File: config.mk
export PLATFORM = sky130hd
export DESIGN_NAME = mssd_frame_tx_flat
export DESIGN_NICKNAME = d
export VERILOG_FILES = /design/src/rtl/mssd_pkg.sv /design/src/rtl/mssd_frame_tx_if.sv /design/src/rtl/mssd_tx_shifter.sv /design/src/rtl/mssd_frame_tx.sv /design/src/flat_wrapper.sv
export SDC_FILE = /design/constraint.sdc
export NUM_CORES = 1
export LEC_CHECK = 0
export CAP_MARGIN = 25
export CORE_UTILIZATION = 35
export DETAILED_ROUTE_END_ITERATION = 16
export PLACE_DENSITY = 0.58
export SYNTH_ARGS = -nofsm -noshare
export SYNTH_HDL_FRONTEND = slang
export SYNTH_HIERARCHICAL = 1
export SYNTH_SLANG_ARGS = --single-unit
File: constraint.sdc
create_clock -name clk -period 6.3 [get_ports clk]
set_clock_uncertainty 0.15 [all_clocks]
set_input_delay 0.945 -clock clk [delete_from_list [all_inputs] [get_ports clk]]
set_output_delay 0.945 -clock clk [all_outputs]
set_load 0.01 [all_outputs]
File: src/rtl/mssd_pkg.sv
// Shared types and widths for the MSSD serial frame transmitter.
// Optional parity bit after the payload is enabled by defining MSSD_TX_PARITY_EN.
package mssd_pkg;

  localparam int unsigned PORT_W   = 2;
  localparam int unsigned LEN_W    = 4;
  localparam int unsigned DATA_W   = 15;
  localparam int unsigned GAP_BITS = 2;

  localparam int unsigned CNT_W    = $clog2(DATA_W + 1);
  localparam int unsigned GAP_W    = $clog2(GAP_BITS + 1);
  localparam int unsigned HDR_BITS = 1 + PORT_W + LEN_W;

`ifdef MSSD_TX_PARITY_EN
  localparam int unsigned PAR_BITS = 1;
`else
  localparam int unsigned PAR_BITS = 0;
`endif

  typedef enum logic [2:0] {
    StIdle,
    StStart,
    StPort,
    StLen,
    StData,
    StParity,
    StGap
  } tx_state_e;

  // Total line cycles from START through the last GAP cycle for an N-bit payload.
  function automatic int unsigned frame_cycles(input int unsigned n);
    return HDR_BITS + n + PAR_BITS + GAP_BITS;
  endfunction

endpackage

File: src/rtl/mssd_frame_tx_if.sv
// Request/status bundle between a frame source and the MSSD transmitter.
interface mssd_frame_tx_if;
  import mssd_pkg::*;

  logic              startIn;
  logic [PORT_W-1:0] portIn;
  logic [LEN_W-1:0]  lenIn;
  logic [DATA_W-1:0] dataIn;
  logic              serOut;
  logic              ready;
  logic              busy;
  logic              done;
  logic              error;

  modport master (
    output startIn, portIn, lenIn, dataIn,
    input  serOut, ready, busy, done, error
  );

  modport slave (
    input  startIn, portIn, lenIn, dataIn,
    output serOut, ready, busy, done, error
  );

endinterface

File: src/rtl/mssd_tx_shifter.sv
// Left-aligned MSB-first shift register with a pending-bit counter; a load may be
// combined with a shift so the first bit of a new field leaves in the same cycle.
module mssd_tx_shifter
  import mssd_pkg::*;
(
  input  logic              clk,
  input  logic              rst,
  input  logic              load_i,
  input  logic              shift_i,
  input  logic [DATA_W-1:0] ld_data_i,
  input  logic [CNT_W-1:0]  ld_cnt_i,
  output logic              bit_o,
  output logic [CNT_W-1:0]  cnt_o
);

  logic [DATA_W-1:0] sh_q, sh_d, src;
  logic [CNT_W-1:0]  cnt_q, cnt_d, src_cnt;

  always_comb begin
    src     = load_i ? ld_data_i : sh_q;
    src_cnt = load_i ? ld_cnt_i : cnt_q;
    sh_d    = sh_q;
    cnt_d   = cnt_q;
    if (shift_i) begin
      sh_d  = {src[DATA_W-2:0], 1'b0};
      cnt_d = src_cnt - 1'b1;
    end else if (load_i) begin
      sh_d  = src;
      cnt_d = src_cnt;
    end
  end

  assign bit_o = src[DATA_W-1];
  assign cnt_o = cnt_q;

  always_ff @(posedge clk or posedge rst) begin
    if (rst) begin
      sh_q  <= '0;
      cnt_q <= '0;
    end else begin
      sh_q  <= sh_d;
      cnt_q <= cnt_d;
    end
  end

endmodule

File: src/rtl/mssd_frame_tx.sv
// MSSD serial frame transmitter: start | port | len | payload | gap, MSB first.
// Defining MSSD_TX_PARITY_EN inserts an even-parity bit between payload and gap.
module mssd_frame_tx
  import mssd_pkg::*;
(
  input logic             clk,
  input logic             rst,
  mssd_frame_tx_if.slave  tx
);

  tx_state_e         state_q, state_d;
  logic [LEN_W-1:0]  len_q, len_d;
  logic [DATA_W-1:0] data_q, data_d;
  logic [GAP_W-1:0]  gap_q, gap_d;
  logic              ser_q, ser_d, ready_q, ready_d, busy_q, busy_d;
  logic              done_q, done_d, error_q, error_d;
`ifdef MSSD_TX_PARITY_EN
  logic              par_q, par_d;
`endif

  logic              sh_load, sh_shift, sh_bit;
  logic [DATA_W-1:0] ld_data;
  logic [CNT_W-1:0]  ld_cnt, sh_cnt, shamt;

  mssd_tx_shifter u_shifter (
    .clk       (clk),
    .rst       (rst),
    .load_i    (sh_load),
    .shift_i   (sh_shift),
    .ld_data_i (ld_data),
    .ld_cnt_i  (ld_cnt),
    .bit_o     (sh_bit),
    .cnt_o     (sh_cnt)
  );

  // Payload is stored left-aligned so only its N live bits ever reach the line.
  assign shamt = CNT_W'(DATA_W) - CNT_W'(tx.lenIn);

  always_ff @(posedge clk or posedge rst) begin
    if (rst) begin
      state_q <= StIdle;
      len_q   <= '0;
      data_q  <= '0;
      gap_q   <= '0;
      ser_q   <= 1'b1;
      ready_q <= 1'b1;
      busy_q  <= 1'b0;
      done_q  <= 1'b0;
      error_q <= 1'b0;
`ifdef MSSD_TX_PARITY_EN
      par_q   <= 1'b0;
`endif
    end else begin
      state_q <= state_d;
      len_q   <= len_d;
      data_q  <= data_d;
      gap_q   <= gap_d;
      ser_q   <= ser_d;
      ready_q <= ready_d;
      busy_q  <= busy_d;
      done_q  <= done_d;
      error_q <= error_d;
`ifdef MSSD_TX_PARITY_EN
      par_q   <= par_d;
`endif
    end
  end

  always_comb begin
    state_d  = state_q;
    len_d    = len_q;
    data_d   = data_q;
    gap_d    = gap_q;
    sh_load  = 1'b0;
    sh_shift = 1'b0;
    ld_data  = '0;
    ld_cnt   = '0;
    case (state_q)
      StIdle: begin
        if (tx.startIn && (tx.lenIn != '0)) begin
          state_d = StStart;
          len_d   = tx.lenIn;
          data_d  = tx.dataIn << shamt;
          sh_load = 1'b1;
          ld_data = {tx.portIn, {(DATA_W - PORT_W){1'b0}}};
          ld_cnt  = CNT_W'(PORT_W);
        end
      end
      StStart: begin
        sh_shift = 1'b1;
        state_d  = StPort;
      end
      StPort: begin
        sh_shift = 1'b1;
        if (sh_cnt == '0) begin
          sh_load = 1'b1;
          ld_data = {len_q, {(DATA_W - LEN_W){1'b0}}};
          ld_cnt  = CNT_W'(LEN_W);
          state_d = StLen;
        end
      end
      StLen: begin
        sh_shift = 1'b1;
        if (sh_cnt == '0) begin
          sh_load = 1'b1;
          ld_data = data_q;
          ld_cnt  = CNT_W'(len_q);
          state_d = StData;
        end
      end
      StData: begin
        if (sh_cnt != '0) begin
          sh_shift = 1'b1;
        end else begin
`ifdef MSSD_TX_PARITY_EN
          state_d = StParity;
`else
          state_d = StGap;
          gap_d   = GAP_W'(GAP_BITS - 1);
`endif
        end
      end
`ifdef MSSD_TX_PARITY_EN
      StParity: begin
        state_d = StGap;
        gap_d   = GAP_W'(GAP_BITS - 1);
      end
`endif
      StGap: begin
        if (gap_q == '0) state_d = StIdle;
        else             gap_d   = gap_q - 1'b1;
      end
      default: state_d = StIdle;
    endcase
  end

`ifdef MSSD_TX_PARITY_EN
  // Running XOR of every field bit that has left the shifter.
  always_comb begin
    par_d = par_q;
    if (state_q == StIdle)  par_d = 1'b0;
    else if (sh_shift)      par_d = par_q ^ sh_bit;
  end
`endif

  always_comb begin
    case (state_d)
      StStart:               ser_d = 1'b0;
      StPort, StLen, StData: ser_d = sh_bit;
`ifdef MSSD_TX_PARITY_EN
      StParity:              ser_d = par_q;
`endif
      default:               ser_d = 1'b1;
    endcase
    ready_d = (state_d == StIdle);
    busy_d  = ~ready_d;
    done_d  = (state_d == StGap) && (gap_d == '0);
    error_d = (state_q == StIdle) && tx.startIn && (tx.lenIn == '0);
  end

  assign tx.serOut = ser_q;
  assign tx.ready  = ready_q;
  assign tx.busy   = busy_q;
  assign tx.done   = done_q;
  assign tx.error  = error_q;

endmodule

File: src/flat_wrapper.sv
// flat-port wrapper written by rule: the top's interface ports become plain ports
module mssd_frame_tx_flat import mssd_pkg::*;
  (clk, rst, tx_startIn, tx_portIn, tx_lenIn, tx_dataIn, tx_serOut, tx_ready, tx_busy, tx_done, tx_error);
  mssd_frame_tx_if tx_i ();
  input logic clk;
  input logic rst;
  input wire logic [$bits(tx_i.startIn)-1:0] tx_startIn;
  input wire logic [$bits(tx_i.portIn)-1:0] tx_portIn;
  input wire logic [$bits(tx_i.lenIn)-1:0] tx_lenIn;
  input wire logic [$bits(tx_i.dataIn)-1:0] tx_dataIn;
  output wire logic [$bits(tx_i.serOut)-1:0] tx_serOut;
  output wire logic [$bits(tx_i.ready)-1:0] tx_ready;
  output wire logic [$bits(tx_i.busy)-1:0] tx_busy;
  output wire logic [$bits(tx_i.done)-1:0] tx_done;
  output wire logic [$bits(tx_i.error)-1:0] tx_error;
  assign tx_i.startIn = tx_startIn;
  assign tx_i.portIn = tx_portIn;
  assign tx_i.lenIn = tx_lenIn;
  assign tx_i.dataIn = tx_dataIn;
  assign tx_serOut = tx_i.serOut;
  assign tx_ready = tx_i.ready;
  assign tx_busy = tx_i.busy;
  assign tx_done = tx_i.done;
  assign tx_error = tx_i.error;
  mssd_frame_tx u_core (.clk(clk), .rst(rst), .tx(tx_i));
endmodule
# Word-level counts from Yosys, hierarchy flattened
# Cells that the tools add are included.
# word_totals
ff_bits	48
input_bits	24
output_inout_bits	5
elab_cells	72
# classes
add_sub_neg	3
eq_ne	10
n_shift	1
mux	29
bitwise_logic	1
n_reduce_logical	17
# ops
operator	n
$mux W15	6
$pmux W15 S3	1
$mux W3	6
$pmux W3 S6	1
$mux W4	4
$shl A15 B4 Y15	1
$eq A3 B2 Y1 const B	4
$eq A3 B3 Y1 const B	4
$pmux W4 S3	1
$logic_not A4 Y1	2
$reduce_bool A4 Y1	2
$eq A3 B1 Y1 const B	2
$logic_not A3 Y1	2
$mux W2	3
$pmux W1 S2	3
$reduce_or A3 Y1	2
$logic_and A1 B1 Y1	4
$logic_not A2 Y1	2
$pmux W2 S2	1
$sub A4 B1 Y4 const B	1
$sub A4 B4 Y4 const A	1
$mux W1	3
$reduce_and A2 Y1	1
$reduce_bool A2 Y1	1
other kinds (3)	3

# Logic depth before layout (Yosys ltp)
# Gate-level depths: netlist of the first run.
# depth
depth_word	7
depth_mapped	10
depth_no_buf	8

# Cells and area by module
# The synthesis of the first run kept the hierarchy.
# modules_own_cells
mod	instances	cells_each	area_each_um2	seq_area_each_um2
mssd_frame_tx	1	197	1998.2	728.2
mssd_tx_shifter	1	54	958.4	475.5

# Worst setup path after synthesis of the first run
# Ideal clock, no wire load.
# synth_timing
path_type	input to register
start	input port tx_lenIn[1]
end	register u_core.ser_q, in the netlist u_core/tx.serOut
setup_time_ns	0.087
arrival_ns	2.750
required_time_ns	6.063
setup_slack_ns	3.313
stages	8
path_buffers	2
cell_sequence	or4_1 -> nand2_1 -> buf_2 -> nand2_1 -> buf_4 -> mux2_2 -> o32ai_1 -> nand3_1
# synth_via
word_cells_on_any_way	15
classes_between	eq/ne: 4; mux: 8; reduce/logical: 3
# synth_lines
element	line_no	text
start: declaration	flat_wrapper.sv:9	input wire logic [$bits(tx_i.lenIn)-1:0] tx_lenIn;
$reduce_bool A4 Y1	mssd_frame_tx.sv:80	if (tx.startIn && (tx.lenIn != '0)) begin
$logic_and A1 B1 Y1	mssd_frame_tx.sv:80	
$mux W1	mssd_frame_tx.sv:80	
$pmux W1 S2	mssd_frame_tx.sv:78	case (state_q)
named net u_core.sh_load	mssd_frame_tx.sv:21	logic sh_load, sh_shift, sh_bit;
$mux W15	mssd_tx_shifter.sv:20	src = load_i ? ld_data_i : sh_q;
named net u_core.sh_bit	mssd_frame_tx.sv:21	
$pmux W1 S2	mssd_frame_tx.sv:147	case (state_d)
named net u_core.ser_d	mssd_frame_tx.sv:15	logic ser_q, ser_d, ready_q, ready_d, busy_q, busy_d;
end signal: assignment	mssd_frame_tx.sv:58	ser_q <= ser_d;
end: declaration	mssd_frame_tx.sv:15	
# The timed path passes the listed nets, and every way through them passes these cells.
# A chain may end at the register's enable or synchronous reset.

# Worst setup path in the final report of the first run
# layout_timing
start	input port tx_lenIn[0]
end	register u_core.u_shifter.cnt_q[2], in the netlist u_core/u_shifter/cnt_o[2]
# layout_via
elab_chain_cells	7
word_cells_on_any_way	11
classes_between	add/sub: 1; mux: 7; reduce/logical: 3
# layout_rtl
element	line_no	text
$reduce_bool A4 Y1 *	mssd_frame_tx.sv:80	
$logic_and A1 B1 Y1 *	mssd_frame_tx.sv:80	
$mux W1 *	mssd_frame_tx.sv:80	
$pmux W1 S2 *	mssd_frame_tx.sv:78	
named net u_core.sh_load	mssd_frame_tx.sv:21	
$mux W4	mssd_tx_shifter.sv:21	src_cnt = load_i ? ld_cnt_i : cnt_q;
$sub A4 B1 Y4 / $mux W4 (equally long branches)	mssd_tx_shifter.sv:26, mssd_tx_shifter.sv:27	
$mux W4	mssd_tx_shifter.sv:24	if (shift_i) begin
end signal: assignment	mssd_tx_shifter.sv:42	cnt_q <= cnt_d;
end: declaration	mssd_tx_shifter.sv:17	logic [CNT_W-1:0] cnt_q, cnt_d, src_cnt;
# The timed path passes the listed nets; every way through them passes the cells marked *. The select of a mux whose other input is x is not followed.

==> out/metrics.csv, run 1 <==
stage,metric,value,unit
synth,synth_nets,276,
power_and_ir_drop,intPower,718,µW
timing,relSlewSlack,37.9,%
synth,syn_area,2960,µm²
timing,setup_viol,0,
detailed_routing,drtIter0Drc,127,
synth,ys.flop_type,dfrtp_1,
detailed_routing,route.met2.wl,2510,µm
timing,fin_hold_ws,0.337,ns
synth,syn_inst,251,
clocking,cts_resized,0,
clocking,htree_levels,2,
clocking,clockBufferDepth,2,
clocking,insertion_delay,0.30,ns
power_and_ir_drop,p_comb_share,36.0,%
worst_setup_path,crit_path_max_fanout,23,
worst_setup_path,rrSetupSlack,3.02,ns
final_layout,seq_area,1200,µm²
synth,synth-xor-area-share,1.18,%
detailed_routing,avgViaCountPerCell,5.28,
timing,rsz0062_at_grt,no,
final_layout,final_common_cell,dfrtp_1,
timing,fmax,239,MHz
min_path,whs_endpoint,u_core/data_q[5],
worst_setup_path,cp-end-kind,flop,
clocking,postCtsHoldBufs,0,
worst_setup_path,worstPathCellList,clkdlybuf4s50_1 > or4_1 > nand2_1 > nand2_1 > buf_4 > mux2i_2 > ha_1 > nand2_1 > xor2_1,
job,maxCapViolations,0,
global_route,grt_usage,14.8,%
synth,synth_area_leaders,"dfrtp_1, mux4_2, mux2i_1",
floorplan,num_rows,33,
detailed_routing,wl,5730,µm
timing,worstMarginPinSlew,0.929,ns
worst_setup_path,r2r_end,u_core/tx.serOut,
min_path,holdPathStages,2,
detailed_routing,drc,0,
final_layout,layout-drive-gt1-share,19.0,%
timing,final_hold_viol_count,0,
timing,fin_crit_sh,66.5,%
detailed_routing,dr.max_layer_used,met4,
clocking,cts_setup_buffers,0,
timing,drv_slew,0,
final_layout,nets,297,
global_route,grt_pass1_vias,1941,
power_and_ir_drop,switching_share,34.4,%
timing,tns,0,ns
power_and_ir_drop,clkPwrFrac,20.7,%
synth,synth_compound_area_share,9.90,%
synth,synth_top_family_by_area,multiplexers,
global_route,grt_max_degree,30,
power_and_ir_drop,pwr_density_cell,321,nW/µm²
synth,synth_adder_area_share,0.423,%
final_layout,num_antenna_cells,0,
synth,ys.warnings.count,6,
detailed_routing,wl_per_cell,15.1,µm
final_layout,multi_input_area,1620,µm²
worst_setup_path,critical_path_class,primary input to flop,
clocking,cts_tree,done,
synth,synthSimpleGateAreaFrac,14.9,%
global_route,grt_pass1_wl,10000,µm
place,io_buffer_count,28,
synth,async_flop_share,100,%
final_layout,syn2layout_area_growth,15.2,%
floorplan,die_w,93.9,µm
synth,yosysSeqAreaShare,40.7,%
detailed_routing,vias,1994,
place,gp_congestion,0.755,
floorplan,num_io_pins,29,
detailed_routing,met1_length,2880,µm
clocking,cts_inserted_buffers,5,
worst_setup_path,cp-start-kind,primary input,
synth,syn_area_per_cell,11.8,µm²
detailed_routing,postRouteAntennaNets,0,
worst_setup_path,r2r_cells,7,
floorplan,die_height,93.9,µm
status,status,completed,
final_layout,nFillCells,804,
power_and_ir_drop,power_switching,377,µW
synth,yosys.area.top_type_share,38.9,%
floorplan,initial_utilization,36.2,%
worst_setup_path,cp_slowest_stage_delay,0.88,ns
synth,synth-seq-cells,48,
detailed_routing,drtPass1Iterations,4,
min_path,hold_class,flop to flop,
power_and_ir_drop,seq_power_share,43.3,%
clocking,cts.sink_count,48,
detailed_routing,wl_met3,225,µm
synth,post_synth_mux_area_share,28.3,%
clocking,path_clk_slew,0.09,ns
synth,synth-edff-count,0,
min_path,hp-start,u_core/data_q[5],
power_and_ir_drop,cellLeakagePower,0.00144,µW
clocking,cts-root-buf,clkbuf_8,
worst_setup_path,cp_data_required_time,6.34,ns
final_layout,most-common-layout-cells,"dfrtp_1, clkdlybuf4s50_1, nand2_1",
power_and_ir_drop,ir_drop,0.138,mV
floorplan,core_area,8180,µm²
worst_setup_path,path_common_cell,nand2_1,
worst_setup_path,rr_startpoint,u_core/state_q[0],
global_route,antenna_found_initial,0,
floorplan,dieArea,8820,µm²
worst_setup_path,slowest_stage,clkdlybuf4s50_1,
timing,fin_crit,4.19,ns
worst_setup_path,arrival,4.22,ns
synth,ys_types,54,
synth,yosys.area.top_type,dfrtp_1,
global_route,grt_overflow_total,0,
place,dp_hpwl,4300,µm
-- Yosys cell counts (2+ instances only) --
library cell and number:
dfstp_2 2, nand3_1 4, o21ai_0 10, nor2b_1 5, a22o_1 6, a221o_1 3, or4_1 2, inv_1 7
xor2_1 2, nor3_1 2, mux2i_1 17, dfrtp_1 46, mux2_4 6, a21oi_1 7, nand2b_1 4, mux2_2 4
xnor2_1 2, nand4_1 3, and2_1 15, nor2_1 11, mux4_2 21, buf_2 11, clkbuf_1 2, mux2_1 2
buf_6 3, nand2_1 25, o31ai_1 2
-- flip-flops by register name, summed over array words and instances (netlist names) --
name,flops
u_core/tx.done,1
u_core/state_q,3
u_core/len_q,4
u_core/data_q,15
u_core/u_shifter/cnt_o,4
u_core/gap_q,2
u_core/tx.busy,1
u_core/tx.ready,1
u_core/u_shifter/sh_q,15
u_core/tx.serOut,1
u_core/tx.error,1
-- per-stage QoR --
stage	std cells	instance area (µm²)	util [%]	worst slack (ns)	total power, µW
after floorplan	251	2960	-	3.31	780
after global placement	370	3290	40.3	1.83	866
after detailed placement	370	3290	40.3	1.75	879
after CTS	378	3410	41.7	2.09	1110
after global routing	378	3410	41.7	1.88	1180
final	378	3410	41.7	2.11	1090
-- power groups by stage --
| stage | logic [µW] | registers [µW] | clock network (µW) |
|---|---|---|---|
| after global routing | 439 | 489 | 252 |
| after detailed placement | 400 | 479 | 0 |
| after CTS | 398 | 475 | 237 |
| after global placement | 388 | 478 | 0 |
| final | 394 | 474 | 227 |
| after floorplan | 335 | 445 | 0 |
-- worst max-delay path, delay by kind of cell --
family | cells | cell delay [ns]
buffers and inverters | 2 | 1.15
muxes | 1 | 0.27
xor gates and xnor gates | 1 | 0.14
and+or+nand+nor | 4 | 1.51
adders and majority gates | 1 | 0.19
-- kinds of logic after synthesis --
family | after synthesis
adders and majority gates | 1
xor gates and xnor gates | 4
AOI/OAI and AO/OA | 42
and+or+nand+nor | 79
muxes | 52
DFF | 48
buffers and inverters | 25
-- per-layer routing --
layer / vias to the layer above / track usage, %
met5: - / 0
met4: 0 / 5.77
met3: 9 / 2.59
met2: 49 / 21.2
met1: 970 / 21.9
li1: 966 / -
-- worst max path at each step --
stage / cells after the start / to / slack, ns / from
3_5_place_dp: 9 / u_core/u_shifter/cnt_o[2] / 1.75 / tx_lenIn[0]
5_1_grt: 9 / u_core/u_shifter/cnt_o[2] / 1.88 / tx_lenIn[0]
6_report: 9 / u_core/u_shifter/cnt_o[2] / 2.11 / tx_lenIn[0]
3_3_place_gp: 8 / u_core/tx.serOut / 1.83 / tx_lenIn[0]
4_1_cts: 9 / u_core/u_shifter/cnt_o[2] / 2.09 / tx_lenIn[0]
2_1_floorplan: 8 / u_core/tx.serOut / 3.31 / tx_lenIn[1]
-- area by class of cell --
class | instances | area share, %
clock buffers | 5 | 2.02
repair buffers | 32 | 9.11
clock inverters | 3 | 1.36
multi-input cells | 178 | 47.5
well taps | 105 | 3.86
inverters | 7 | 0.771
flip-flops and latches | 48 | 35.3
(Power assumes the default switching activity.)
==> run 2, diff against run 1 <==
- clock period: 6.3 -> 4.1 ns (I/O delays scaled with it)
==> run 2 against run 1 <==
Effect of this change:
- critical path type unchanged
- die area is the same
- worst setup slack got worse by 0.93 ns
- sequential power grew 54%
==> out/metrics.csv, run 2 (synthesis results as in run 1) <==
stage,metric,value,unit,change
detailed_routing,route.met2.wl,2540,µm,+1.0%
clocking,cts_setup_buffers,0,,unchanged
global_route,grt_overflow_total,0,,unchanged
global_route,antenna_found_initial,0,,unchanged
power_and_ir_drop,power_switching,569,µW,+51%
clocking,postCtsHoldBufs,0,,unchanged
timing,setup_viol,0,,unchanged
worst_setup_path,cp-start-kind,primary input,,
detailed_routing,vias,2016,,+1.1%
place,io_buffer_count,28,,unchanged
clocking,path_clk_slew,0.09,ns,about the same
clocking,insertion_delay,0.30,ns,about the same
clocking,cts_resized,0,,unchanged
detailed_routing,drc,0,,unchanged
clocking,cts_inserted_buffers,5,,unchanged
timing,fin_crit,2.92,ns,
worst_setup_path,cp_data_required_time,4.18,ns,-2.16 ns
final_layout,nFillCells,793,,-1.4%
worst_setup_path,crit_path_end,u_core/tx.serOut,,
power_and_ir_drop,intPower,1060,µW,+48%
power_and_ir_drop,switching_share,34.9,%,+0.50 points
floorplan,num_rows,33,,unchanged
detailed_routing,avgViaCountPerCell,5.28,,about the same
final_layout,nets,301,,+1.3%
clocking,clockBufferDepth,2,,unchanged
global_route,grt_pass1_wl,10100,µm,+0.62%
min_path,hold_class,flop to flop,,
power_and_ir_drop,cellLeakagePower,0.00146,µW,+1.6%
clocking,htree_levels,2,,unchanged
final_layout,syn2layout_area_growth,16.1,%,
worst_setup_path,cp-end-kind,flop,,
clocking,cts-root-buf,clkbuf_8,,
timing,drv_slew,0,,unchanged
clocking,cts_tree,done,,
worst_setup_path,critical_path_class,primary input to flop,,
floorplan,num_io_pins,29,,unchanged
final_layout,top_regs,"u_core/data_q x15, u_core/u_shifter/sh_q x15",,
floorplan,core_area,8180,µm²,unchanged
worst_setup_path,crit_path_max_fanout,13,,-43%
timing,final_hold_viol_count,0,,unchanged
status,status,completed,,
power_and_ir_drop,clkPwrFrac,17.8,%,-2.9 points
global_route,grt_pass1_vias,1980,,+2.0%
detailed_routing,postRouteAntennaNets,0,,unchanged
power_and_ir_drop,pwr_density_cell,474,nW/µm²,+47%
final_layout,most-common-layout-cells,"dfrtp_1, clkdlybuf4s50_1, nand2_1",,
floorplan,initial_utilization,36.2,%,unchanged
detailed_routing,wl_met3,167,µm,-26%
worst_setup_path,r2r_cells,7,,unchanged
power_and_ir_drop,seq_power_share,44.8,%,+1.5 points
worst_setup_path,rr_startpoint,u_core/u_shifter/cnt_o[0],,
global_route,grt_max_degree,23,,-23%
job,maxCapViolations,0,,unchanged
timing,fmax,343,MHz,
place,gp_congestion,0.802,,+6.3%
worst_setup_path,rrSetupSlack,1.36,ns,-1.66 ns
clocking,cts.sink_count,48,,unchanged
floorplan,die_height,93.9,µm,unchanged
worst_setup_path,r2r_end,u_core/tx.serOut,,
floorplan,dieArea,8820,µm²,unchanged
power_and_ir_drop,ir_drop,0.177,mV,+29%
power_and_ir_drop,p_comb_share,37.5,%,+1.5 points
global_route,grt_usage,14.7,%,-0.077 points
detailed_routing,met1_length,2930,µm,+1.8%
worst_setup_path,arrival,2.99,ns,-1.23 ns
timing,fin_crit_sh,71.2,%,
final_layout,final_util,42.0,%,+0.34 points
detailed_routing,dr.max_layer_used,met4,,
timing,tns,0,ns,unchanged
timing,fin_hold_ws,0.322,ns,-0.0147 ns
detailed_routing,wl_per_cell,15.1,µm,-0.48%
final_layout,num_antenna_cells,0,,unchanged
detailed_routing,wl,5760,µm,+0.58%
timing,worstMarginPinSlew,0.746,ns,-0.183 ns
place,dp_hpwl,4450,µm,+3.5%
timing,rsz0062_at_grt,no,,
detailed_routing,drtPass1Iterations,4,,unchanged
timing,relSlewSlack,50.0,%,+12 points
final_layout,layout-drive-gt1-share,20.2,%,+1.2 points
power_and_ir_drop,power.total,1630,µW,+49%
floorplan,die_w,93.9,µm,unchanged
detailed_routing,drtIter0Drc,61,,-52%
final_layout,final_common_cell,dfrtp_1,,
worst_setup_path,crit_start,tx_lenIn[3],,
[run 2: stage by stage]
stage | instances | setup slack [ns] | area [µm²]
floorplan | 251 | 1.44 | 2960
global placement | 373 | 0.937 | 3310
detailed placement | 374 | 0.891 | 3340
CTS | 382 | 1.21 | 3430
global route | 382 | 1.00 | 3430
finish | 382 | 1.18 | 3430
[run 2: worst min path at each step]
| stage | from | end | slack (ns) | cells past startpoint |
|---|---|---|---|---|
| after global placement | u_core/data_q[0] | u_core/data_q[0] | 0.32 | 2 |
| after detailed placement | u_core/data_q[0] | u_core/data_q[0] | 0.31 | 2 |
| after global routing | u_core/data_q[0] | u_core/data_q[0] | 0.36 | 2 |
| after floorplan | u_core/data_q[0] | u_core/data_q[0] | 0.29 | 2 |
| after CTS | u_core/data_q[0] | u_core/data_q[0] | 0.33 | 2 |
| final | u_core/data_q[0] | u_core/data_q[0] | 0.32 | 2 |
[run 2: layout make-up]
type	count	area [µm²]	area share, %
multi-input combinational	178	1620	47.2
sequential	48	1200	35.1
timing repair buffer	36	360	10.5
tap	105	131	3.83
clock buffer	6	82.6	2.41
inverter	7	26.3	0.765
clock inverter	2	10.0	0.292
[run 2: power by group through the flow]
stage	Combinational, µW	Clock [µW]	Sequential (µW)
2_1_floorplan	515	0	684
3_3_place_gp	600	0	735
3_5_place_dp	616	0	737
4_1_cts	616	300	728
5_1_grt	682	315	751
6_report	610	289	729
[run 2: metal layers]
metal	GRT usage (%)	up-vias
met2	21.1	44
li1	-	977
met5	0	-
met3	1.38	9
met4	6.28	0
met1	22.4	986
[run 2: worst max-delay path, stage by stage]
cell and delay (ns):
clkdlybuf4s50_1 0.61, or4_1 0.62, and2_1 0.30, nand2_1 0.10
o21ai_0 0.08, mux2_2 0.29, o32ai_1 0.26, nand3_1 0.11
==> run 3, diff against run 2 <==
- clock period: 4.1 -> 2.8 ns (I/O delays scaled with it)
==> run 3 against run 2 <==
Effect of this change:
- clock power increased by 89%
- sequential power up 43%
- combinational power grew 60%
- utilization increased by 1.1 points
- sequential share of layout area shrank 0.93 points
- hold slack improved by 0.013 ns
- flip-flop and latch count stayed put
- worst setup slack lost 0.87 ns
- first-iteration DRC count up 21%
- routed wire length grew 1.4%
==> out/metrics.csv, run 3 (synthesis results as in run 1) <==
stage,metric,value,unit,change
status,status,completed,,
floorplan,core_area,8180,µm²,unchanged
final_layout,top_regs,"u_core/data_q x15, u_core/u_shifter/sh_q x15",,
timing,rsz0062_at_grt,no,,
timing,fin_crit_sh,89.1,%,
worst_setup_path,crit_start,tx_lenIn[1],,
worst_setup_path,path_common_cell,nand2_1,,
floorplan,num_rows,33,,unchanged
detailed_routing,wl,5840,µm,+1.4%
worst_setup_path,critical_path_class,primary input to flop,,
floorplan,die_height,93.9,µm,unchanged
timing,final_hold_viol_count,0,,unchanged
power_and_ir_drop,intPower,1720,µW,+62%
global_route,grt_overflow_total,0,,unchanged
detailed_routing,postRouteAntennaNets,0,,unchanged
detailed_routing,wl_per_cell,14.9,µm,-0.98%
worst_setup_path,arrival,2.57,ns,-0.42 ns
global_route,grt_usage,14.7,%,+0.017 points
power_and_ir_drop,p_comb_share,38.0,%,+0.5 points
clocking,cts_setup_buffers,0,,unchanged
detailed_routing,drc,0,,unchanged
timing,fin_ws,0.306,ns,-0.874 ns
clocking,cts_resized,0,,unchanged
power_and_ir_drop,pwr_density_cell,726,nW/µm²,+53%
timing,setup_viol,0,,unchanged
worst_setup_path,r2r_end,u_core/tx.serOut,,
clocking,cts_tree,done,,
clocking,cts-root-buf,clkbuf_8,,
worst_setup_path,worstPathCellList,clkdlybuf4s50_1 > or4_1 > nand2_1 > nand2_1 > mux2_2 > o32ai_1 > nand3_1,,
global_route,antenna_found_initial,0,,unchanged
global_route,grt_pass1_vias,1969,,-0.56%
min_path,hold_class,flop to flop,,
power_and_ir_drop,clkPwrFrac,21.3,%,+3.5 points
clocking,insertion_delay,0.30,ns,about the same
detailed_routing,vias,2006,,-0.50%
power_and_ir_drop,switching_share,33.1,%,-1.9 points
worst_setup_path,cp_slowest_stage_delay,0.57,ns,-0.05 ns
clocking,clockBufferDepth,2,,unchanged
floorplan,die_w,93.9,µm,unchanged
timing,relSlewSlack,53.1,%,+3.1 points
final_layout,nets,310,,+3.0%
global_route,grt_pass1_wl,10100,µm,+0.14%
power_and_ir_drop,ir_drop,0.282,mV,+59%
detailed_routing,avgViaCountPerCell,5.13,,-2.8%
global_route,grt_max_degree,30,,+30%
final_layout,most-common-layout-cells,"dfrtp_1, clkdlybuf4s50_1, nand2_1",,
detailed_routing,drtIter0Drc,74,,+21%
clocking,cts.sink_count,48,,unchanged
power_and_ir_drop,cellLeakagePower,0.00151,µW,+3.6%
floorplan,initial_utilization,36.2,%,unchanged
final_layout,nFillCells,771,,-2.8%
power_and_ir_drop,seq_power_share,40.7,%,-4.1 points
place,gp_congestion,0.791,,-1.4%
worst_setup_path,slowest_stage,or4_1,,
final_layout,final_util,43.1,%,+1.1 points
worst_setup_path,rrSetupSlack,0.35,ns,-1.01 ns
worst_setup_path,cp_data_required_time,2.87,ns,-1.31 ns
timing,fin_crit,2.49,ns,
worst_setup_path,crit_path_end,u_core/tx.serOut,,
timing,drv_slew,0,,unchanged
clocking,cts_inserted_buffers,5,,unchanged
clocking,htree_levels,2,,unchanged
final_layout,layout-drive-gt1-share,22.7,%,+2.5 points
worst_setup_path,rr_startpoint,u_core/state_q[1],,
floorplan,num_io_pins,29,,unchanged
clocking,postCtsHoldBufs,0,,unchanged
worst_setup_path,cp-start-kind,primary input,,
power_and_ir_drop,power_switching,847,µW,+49%
place,place_ws,-0.0145,ns,-0.906 ns
final_layout,syn2layout_area_growth,19.3,%,
place,dp_hpwl,4390,µm,-1.4%
floorplan,dieArea,8820,µm²,unchanged
timing,worstMarginPinSlew,0.703,ns,-0.0429 ns
worst_setup_path,crit_path_max_fanout,6,,-7
final_layout,final_common_cell,dfrtp_1,,
clocking,path_clk_slew,0.09,ns,about the same
place,io_buffer_count,28,,unchanged
worst_setup_path,r2r_cells,6,,-1
detailed_routing,drtPass1Iterations,4,,unchanged
worst_setup_path,cp-end-kind,flop,,
job,maxCapViolations,0,,unchanged
final_layout,num_antenna_cells,0,,unchanged
timing,fmax,401,MHz,
-- run 3: cell types whose count changed in the layout (fill, tap and decap cells not counted) --
cell,change
clkinv_2,-2
buf_12,+1
clkbuf_8,+1
buf_4,+9
bufinv_16,+1
buf_16,-1
-- run 3: worst min path at each step --
| stage | from | endpoint | slack [ns] | depth (start not counted) |
|---|---|---|---|---|
| floorplan | rst | u_core/u_shifter/cnt_o[0] | 0.22 | 1 |
| global route | u_core/data_q[3] | u_core/data_q[3] | 0.37 | 2 |
| global placement | u_core/data_q[1] | u_core/data_q[1] | 0.31 | 2 |
| detailed placement | u_core/data_q[2] | u_core/data_q[2] | 0.32 | 2 |
| finish | u_core/data_q[3] | u_core/data_q[3] | 0.34 | 2 |
| CTS | u_core/data_q[2] | u_core/data_q[2] | 0.34 | 2 |
-- run 3: worst max-delay path, delay by kind of cell --
kind | cells | cell delay, ns
multiplexers | 1 | 0.40
AO/OA/AOI/OAI | 1 | 0.27
buffers and inverters | 1 | 0.41
AND/OR/NAND/NOR | 4 | 1.06
-- run 3: power by group through the flow --
stage          Sequential (µW)  Combinational [µW]  Clock (µW)
4_1_cts                   1040                 985         559
2_1_floorplan             1000                 754           0
3_3_place_gp              1050                 962           0
3_5_place_dp              1050                 981           0
6_report                  1040                 974         545
5_1_grt                   1070                1090         586
-- run 3: routing by layer --
layer | wire, µm | track usage [%]
met2 | 2580 | 21.8
met5 | 0 | 0
met1 | 3060 | 22.2
met3 | 116 | 2.18
met4 | 76 | 4.23
-- run 3: metrics by stage --
step | cell area (µm²) | TNS (ns) | hold slack (ns) | total power, µW | instances
2_1_floorplan | 2960 | 0 | 0.221 | 1760 | 251
3_3_place_gp | 3400 | 0 | 0.315 | 2010 | 383
3_5_place_dp | 3400 | -0.0146 | 0.316 | 2030 | 383
4_1_cts | 3530 | 0 | 0.338 | 2580 | 391
5_1_grt | 3530 | 0 | 0.373 | 2750 | 391
6_report | 3530 | 0 | 0.335 | 2560 | 391
-- run 3: layout make-up --
class                           instances  area [µm²]  share of cell area [%]
Multi-Input combinational cell        178        1620                    45.9
Sequential cell                        48        1200                    34.1
Timing Repair Buffer                   45         420                    11.9
Tap cell                              105         131                    3.72
Clock buffer                            7        96.3                    2.73
Clock inverter                          1        30.0                   0.851
Inverter                                7        26.3                   0.745
